### src/rtl/core_seq_ctrl.sv
// Instruction sequencer for one tiled matmul pass chain on the core.
// Optional drain timeout with err flag: define CORE_SEQ_DRAIN_TIMEOUT_EN.
module core_seq_ctrl #(
    parameter int row     = 8,
    parameter int col     = 8,
    parameter int addr_bw = 11,
    parameter int pass_bw = 4
) (
    input  logic               clk,
    input  logic               reset,
    input  logic               start,
    input  logic [addr_bw-1:0] w_base,
    input  logic [addr_bw-1:0] a_base,
    input  logic [addr_bw-1:0] p_base,
    input  logic [addr_bw-1:0] n_act,
    input  logic [pass_bw-1:0] n_pass,
    input  logic               ofifo_valid,
    output logic [35:0]        inst,
    output logic               busy,
    output logic               done,
    output logic               err
);
    typedef enum logic [3:0] {
        S_IDLE, S_W_RD, S_W_LD, S_W_SETTLE, S_A_RD,
        S_EXEC, S_DRAIN, S_NEXT, S_DONE
    } state_t;

    localparam logic [addr_bw:0]   ROW_C = (addr_bw+1)'(row);
    localparam logic [addr_bw:0]   COL_C = (addr_bw+1)'(col);
    localparam logic [addr_bw:0]   ONE_C = (addr_bw+1)'(1);
    localparam logic [addr_bw-1:0] ROW_A = addr_bw'(row);
    localparam logic [addr_bw-1:0] ONE_A = addr_bw'(1);
    localparam logic [pass_bw-1:0] ONE_K = pass_bw'(1);

    state_t             state, state_n;
    logic [addr_bw:0]   cnt, cnt_n;
    logic [addr_bw-1:0] d, d_n, d_inc;
    logic               pend, pend_n;
    logic [pass_bw-1:0] k, k_inc;
    logic [addr_bw-1:0] wp, ab, pb, na;
    logic [pass_bw-1:0] np;
    logic [addr_bw:0]   na_x, issued;
    logic               rd;
    logic               cen_p, wen_p, cen_s, wen_s;
    logic [addr_bw-1:0] a_p, a_s;
    logic               acc, l0_rd, l0_wr, exe, ld;
`ifdef CORE_SEQ_DRAIN_TIMEOUT_EN
    logic [9:0]         tmo;
    logic               err_q;
`endif

    assign na_x   = {1'b0, na};
    assign issued = {1'b0, d} + {{addr_bw{1'b0}}, pend};
    assign d_inc  = d + ONE_A;
    assign k_inc  = k + ONE_K;
    assign busy   = (state != S_IDLE);
    assign done   = (state == S_DONE);
    assign inst   = {2'b00, acc, cen_p, wen_p, a_p, cen_s, wen_s, a_s,
                     rd, 2'b00, l0_rd, l0_wr, exe, ld};

    always_comb begin
        state_n = state;
        cnt_n   = cnt + ONE_C;
        d_n     = d;
        pend_n  = 1'b0;
        rd      = 1'b0;
        cen_p   = 1'b1;
        wen_p   = 1'b1;
        a_p     = '0;
        cen_s   = 1'b1;
        wen_s   = 1'b1;
        a_s     = '0;
        acc     = 1'b0;
        l0_rd   = 1'b0;
        l0_wr   = 1'b0;
        exe     = 1'b0;
        ld      = 1'b0;
        unique case (state)
            S_IDLE: begin
                cnt_n = '0;
                d_n   = '0;
                if (start)
                    state_n = (n_act == '0 || n_pass == '0) ? S_DONE : S_W_RD;
            end
            S_W_RD: begin
                // l0_wr trails the read by one cycle to cover SRAM latency
                if (cnt < ROW_C) begin
                    cen_s = 1'b0;
                    a_s   = wp + cnt[addr_bw-1:0];
                end
                l0_wr = (cnt != '0);
                if (cnt == ROW_C) begin
                    state_n = S_W_LD;
                    cnt_n   = '0;
                end
            end
            S_W_LD: begin
                l0_rd = 1'b1;
                ld    = 1'b1;
                if (cnt == ROW_C - ONE_C) begin
                    state_n = S_W_SETTLE;
                    cnt_n   = '0;
                end
            end
            S_W_SETTLE: begin
                if (cnt == COL_C - ONE_C) begin
                    state_n = S_A_RD;
                    cnt_n   = '0;
                end
            end
            S_A_RD: begin
                if (cnt < na_x) begin
                    cen_s = 1'b0;
                    a_s   = ab + cnt[addr_bw-1:0];
                end
                l0_wr = (cnt != '0);
                if (cnt == na_x) begin
                    state_n = S_EXEC;
                    cnt_n   = '0;
                end
            end
            S_EXEC: begin
                l0_rd = 1'b1;
                exe   = 1'b1;
                if (cnt == na_x - ONE_C) begin
                    state_n = S_DRAIN;
                    cnt_n   = '0;
                end
            end
            S_DRAIN: begin
                cnt_n = '0;
                acc   = (k != '0);
                a_p   = pb + d;
                // accumulate passes need a free pmem slot for the read
                rd = ofifo_valid && (issued < na_x) && (k == '0 || !pend);
                if (pend) begin
                    cen_p = 1'b0;
                    wen_p = 1'b0;
                end else if (rd && k != '0) begin
                    cen_p = 1'b0;
                end
                pend_n = rd;
                if (pend) begin
                    d_n = d_inc;
                    if (d_inc == na) begin
                        state_n = S_NEXT;
                        d_n     = '0;
                        pend_n  = 1'b0;
                    end
                end
`ifdef CORE_SEQ_DRAIN_TIMEOUT_EN
                if (tmo == 10'd1022 && !rd)
                    state_n = S_DONE;
`endif
            end
            S_NEXT: begin
                cnt_n   = '0;
                state_n = (k_inc == np) ? S_DONE : S_W_RD;
            end
            S_DONE: begin
                cnt_n   = '0;
                state_n = S_IDLE;
            end
            default: state_n = S_IDLE;
        endcase
    end

    always_ff @(posedge clk) begin
        if (reset) begin
            state <= S_IDLE;
            cnt   <= '0;
            d     <= '0;
            pend  <= 1'b0;
            k     <= '0;
            wp    <= '0;
            ab    <= '0;
            pb    <= '0;
            na    <= '0;
            np    <= '0;
        end else begin
            state <= state_n;
            cnt   <= cnt_n;
            d     <= d_n;
            pend  <= pend_n;
            if (state == S_IDLE && start) begin
                wp <= w_base;
                ab <= a_base;
                pb <= p_base;
                na <= n_act;
                np <= n_pass;
                k  <= '0;
            end
            if (state == S_NEXT) begin
                k  <= k_inc;
                wp <= wp + ROW_A;
            end
        end
    end

`ifdef CORE_SEQ_DRAIN_TIMEOUT_EN
    always_ff @(posedge clk) begin
        if (reset) begin
            tmo   <= '0;
            err_q <= 1'b0;
        end else begin
            if (state != S_DRAIN || rd)
                tmo <= '0;
            else
                tmo <= tmo + 10'd1;
            if (state == S_IDLE && start)
                err_q <= 1'b0;
            else if (state == S_DRAIN && state_n == S_DONE)
                err_q <= 1'b1;
        end
    end
    assign err = err_q;
`else
    assign err = 1'b0;
`endif
endmodule

### config.mk
export PLATFORM = sky130hd
export DESIGN_NAME = core_seq_ctrl
export DESIGN_NICKNAME = d
export VERILOG_FILES = /design/src/rtl/core_seq_ctrl.sv
export SDC_FILE = /design/constraint.sdc
export NUM_CORES = 1
export LEC_CHECK = 0
export ABC_AREA = 1
export ABC_CLOCK_PERIOD_IN_PS = 3900
export CORE_MARGIN = 4
export CORE_UTILIZATION = 41
export DETAILED_ROUTE_END_ITERATION = 12
export SYNTH_ARGS = -nofsm -noshare
export SYNTH_HDL_FRONTEND = slang
export SYNTH_SLANG_ARGS = --single-unit
export TNS_END_PERCENT = 20
### constraint.sdc
create_clock -name clk -period 3.9 [get_ports clk]
set_clock_uncertainty 0.2 [all_clocks]
set_input_delay 0.39 -clock clk [delete_from_list [all_inputs] [get_ports clk]]
set_output_delay 0.39 -clock clk [all_outputs]
set_load 0.05 [all_outputs]
* After elaboration in Yosys (flattened, before gate mapping) *
Index checks and enable logic that the tools add are counted.
W data, S select, Z words.

word-level totals
  input bits = 52
  word-level logic and storage cells = 111
  flip-flop bits (word level) = 80
  output and inout port bits = 39

cells by class
  $add $sub $neg = 9
  muxes and demuxes = 43
  reduce and logical (&&, ||, !) cells = 23
  bitwise logic cells = 1
  order comparisons = 3
  equality and inequality tests = 22

operators with widths
  cell                     count
  $mux W11                 7
  $pmux W12 S5             1
  $mux W12                 4
  $mux W4                  12
  $pmux W11 S2             2
  $add A11 B11 Y11         3
  $pmux W4 S8              1
  $lt A12 B11 Y1           2
  $eq A4 B3 Y1 const B     4
  $ne A2 B2 Y1 const B     8
  $mux W1                  15
  $add A11 B1 Y12          1
  $add A12 B1 Y12 const B  1
  $eq A12 B11 Y1           1
  $eq A12 B12 Y1           1
  $eq A12 B3 Y1 const B    1
  $eq A12 B4 Y1 const B    1
  $logic_not A4 Y1         3
  $lt A12 B4 Y1 const B    1
  $reduce_bool A12 Y1      1
  $sub A11 B1 Y12 const B  1
  $add A11 B1 Y11 const B  1
  $add A11 B4 Y11 const B  1
  $eq A11 B11 Y1           1
  17 further kinds         27

* Longest topological paths before layout *
  depth in word-level cells = 8
  mapped depth = 17
  depth with buffers taken out = 16

* Least setup slack after synthesis *
Ideal clock, no wire load.

  path type = reg2out
  start = register cnt[0]
  end = output port inst[15]
  arrival time = 2.539 ns
  data required time = 3.310 ns
  slack = 0.771 ns
  buffers on the path = 0
  cell stages (with the launch flop) = 7
  cells stage by stage = dfxtp_1 > ha_1 > fa_1 > a21oi_1 > o21ai_0 > xnor2_1 > o21ai_0

on the way
  longest elaborated chain between the ends = 3
  elaborated cells on any way between the ends = 7
  those cells by class = add/sub (2); order compare (2); mux (3)

ends and longest elaborated chain
  what                                      line     text
  start, declared                           36       logic [addr_bw:0] cnt, cnt_n;
  start signal, assigned                    182      cnt <= cnt_n;
  $add A11 B11 Y11 (tied with other cells)  114      a_s = ab + cnt[addr_bw-1:0];
  $mux W11 (on tied branches)               112, 87
  $pmux W11 S2 (*)                          78       unique case (state)
  end, declared                             18       output logic [35:0] inst,

Mark *: on every way between the ends. The rest lies on a longest branch, timed or not.

* Worst setup path in the final report *
  start = register d[2]
  end = output port inst[6]

on the way
  longest elaborated chain between the ends = 5

ends and longest elaborated chain
  what                              line  text
  start, declared                   37    logic [addr_bw-1:0] d, d_n, d_inc;
  start signal, assigned            183   d <= d_n;
  $add A11 B1 Y12                   53    assign issued = {1'b0, d} + {{addr_bw{1'b0}}, pend};
  $lt A12 B11 Y1                    135   rd = ofifo_valid && (issued < na_x) && (k == '0 || !pend);
  $logic_and A1 B1 Y1 (2 in a row)  135
  $mux W1                           78

Every way passes these cells.

==> impl_metrics.yaml <==
run_status:
  status: "complete, no violations"
critical_path:
  r2r_cells: 14
  path_max_fanout: 9
  critPathLaunchType: "register"
  arrival_ns: 3.14
  required_ns: 3.31
  slowest_delay_ns: 0.57
  criticalPathCategory: "register to primary output"
  r2r_slack_ns: 0.87
  path_cells: "nand2_1, nor2_1, nand2_1, nor2_1, nand2_1, xor2_1, ha_1, a21oi_1, o211ai_1, a21oi_1, nand3_1, nor2_1, buf_12"
  slowest_stage: "dfxtp_1"
  worst_setup_path_end_kind: "primary output"
  worstReg2RegEnd: "pend"
  r2r-start: "d[2]"
power:
  power_density_nw_per_um2: 474
  p_int_uw: 2130
  pwr-share-seq_pct: 28.6
  fin_total_pwr_uw: 3790
  swShare_pct: 43.8
  combPwrFrac_pct: 46.3
  power_frac_clock_pct: 25.1
  power_switching_uw: 1660
  ir_drop_mv: 0.225
  power.leakage_uw: 0.00357
clock_network:
  cts_tree: "built"
  htreeDepth: 3
  ctsRootBufferMaster: "clkbuf_16"
  clk_pin_slew_worst_paths_ns: 0.06
  cts_sinks: 80
  cts_made_buffers: 9
  insertion_delay_ns: 0.35
  clk_path_buf_depth: 2
  post_cts_buffers: 0
timing:
  setup_viol: 0
  period_share_pct: 95.6
  tightest_slew_ns: 0.930
  clock.fmax_ghz: 0.268
  fin_ws_ns: 0.170
  hold_violations: 0
  tns_ns: 0
  final_max_slew_viol_count: 0
  worst_slew_margin_rel_pct: 37.6
  rsz0062_at_grt: "false"
  fin_crit_ns: 3.73
grt:
  track_usage_pct: 22.1
  grt_max_degree: 52
  antenna_found_initial: 0
  overflow: 0
  grt_pass1_vias: 6242
  grt_pass1_wl_mm: 32.0
route:
  wirelength_mm: 20.2
  wl_per_cell_um: 15.4
  ant_nets: 0
  remaining_drc_errors: 0
  first_iter_violations: 440
  num_vias: 6801
  via_per_inst: 5.17
  dr.pass1.iters: 7
yosys:
  synth.yosys.warnings: 0
  ys_seq_area_share_pct: 24.0
  synth_edf_count: 0
  synth_area_um2: 6680
  ys_top_cells_by_count: "nand2_1 (259), nor2_1 (115), inv_1 (101)"
  ys_top_cells_by_area: "dfxtp_1 (24%), nand2_1 (15%), ha_1 (11%)"
  synthDistinctLibCells: 47
  synth.ff_latch_count: 80
  syn_area_per_cell_um2: 6.51
  syn_inst: 1026
  synth.most_common_cell: "nand2_1"
  synth_largest_area_cell: "dfxtp_1"
  ys.flop_type: "dfxtp_1"
  synth_top_cell_area_share_pct: 24.0
  async_reset_ff_share_pct: 0
floorplan:
  num_io_pins: 91
  dieWidth_um: 136
  core_area_um2: 15900
  initial_utilization_pct: 41.9
  die_h_um: 136
  die-area_um2: 18400
  rows: 46
placed_design:
  dp_hpwl_mm: 16.1
  place_congestion: 0.947
  portBuffers: 84
  pre_cts_slack_ns: 0.448
  place_inst: 1300
final_layout:
  stdcell_count: 1316
  nNetsFinal: 1211
  diodes: 0
  drive_above_1_share_pct: 5.09
  area_growth_pct: 19.5
hold_path:
  hold_class: "register to register"
  min_path_cells: 2
  min_to: "ab[5]"
  worst_hold_startpoint: "ab[5]"
run:
  maxCapViolations: 0
## cell type report
class / instances / area (µm²)
multi-input cells: 803 / 4450
clock inverters: 7 / 100
well taps: 216 / 270
repair buffers: 96 / 948
fillers: 1668 / 7950
clock buffers: 9 / 225
flip-flops and latches: 80 / 1600
inverters: 105 / 394
## flip-flops by register name, summed over array words and instances (netlist names)
| register | count |
|---|---|
| pb | 11 |
| pend | 1 |
| k | 4 |
| ab | 11 |
| na | 11 |
| wp | 11 |
| np | 4 |
| d | 11 |
| state | 4 |
| cnt | 12 |
## worst max path at each step
stage	startpoint	to	slack, ns	cells after the start
2_1_floorplan	cnt[0]	inst[15]	0.77	6
5_1_grt	d[2]	inst[6]	0.02	13
3_5_place_dp	d[0]	inst[28]	0.45	10
3_3_place_gp	d[0]	inst[28]	0.45	10
6_report	d[2]	inst[6]	0.17	13
4_1_cts	d[0]	inst[28]	0.05	10
## stage by stage
stage,util (%),area (µm²),hold slack [ns]
6_report,50.1,7990,0.270
2_1_floorplan,-,6700,0.241
4_1_cts,50.0,7970,0.272
3_3_place_gp,48.0,7650,0.250
3_5_place_dp,48.0,7650,0.262
5_1_grt,50.1,7990,0.295
## worst max-delay path, delay by kind of cell, from the launching register on
family	cells	cell delay (ns)
AND/OR/NAND/NOR	7	1.24
flip-flops	1	0.57
AO/OA/AOI/OAI	3	0.35
adder cells (fa/ha/maj)	1	0.29
buffers and inverters	1	0.18
XOR/XNOR	1	0.16
## routing by layer
metal,part of all wire (%),GRT usage (%),up-vias
met5,0,0,-
met2,43,34.3,208
met4,2.3,7.61,0
met3,5.4,2.90,29
li1,-,-,3511
met1,49,31.6,3053
## power by group through the flow
stage	Clock, µW	Combinational, µW	Sequential (µW)
4_1_cts	969	1760	1080
2_1_floorplan	0	1290	1050
6_report	951	1750	1080
5_1_grt	1000	1960	1100
3_5_place_dp	0	1760	1100
3_3_place_gp	0	1760	1100
## repair_timing
action / in CTS / in global routing
endpoints found under the hold margin: 0 / 0
endpoints found under the setup margin: 0 / 8
hold buffers: 0 / 0
gates resized for setup: 0 / 7
## cell usage in the layout, fill, tap and decap left out, types with 2 or more instances in the layout
cell type,netlist,layout
nand3_2,2,2
o22ai_1,5,5
xor2_1,36,36
o32ai_1,3,3
a21oi_1,97,97
fa_1,3,3
bufinv_16,0,2
a31oi_1,7,7
buf_4,17,13
o31ai_1,2,2
inv_1,101,101
and3_1,2,2
o211ai_1,3,3
nor2_1,115,115
xnor2_1,11,11
or2_2,7,7
nor3_1,12,12
inv_6,0,4
nor2_4,4,4
o21a_1,6,6
a22o_1,2,2
clkinv_1,3,3
nand4_1,14,14
ha_1,61,61
o2111ai_1,6,6
dlymetal6s2s_1,0,6
conb_1,2,6
dfxtp_1,80,79
clkdlybuf4s50_1,0,75
nand2_1,259,258
nor2_2,2,2
nand3_1,68,68
nand2_2,2,3
clkbuf_16,0,9
o21ai_0,56,56
## cell families (layout without fill, tap and decap cells)
group	Yosys count	after routing	share of synthesized area, %
adder cells (fa/ha/maj)	64	64	12.3
AND/OR/NAND/NOR	494	494	31.6
other	2	6	0.112
XOR/XNOR	48	48	6.50
flip-flops	80	80	24.0
buffers and inverters	147	217	9.74
AO/OA/AOI/OAI	191	191	15.8
No activity file was read; power rests on OpenSTA's default activity.
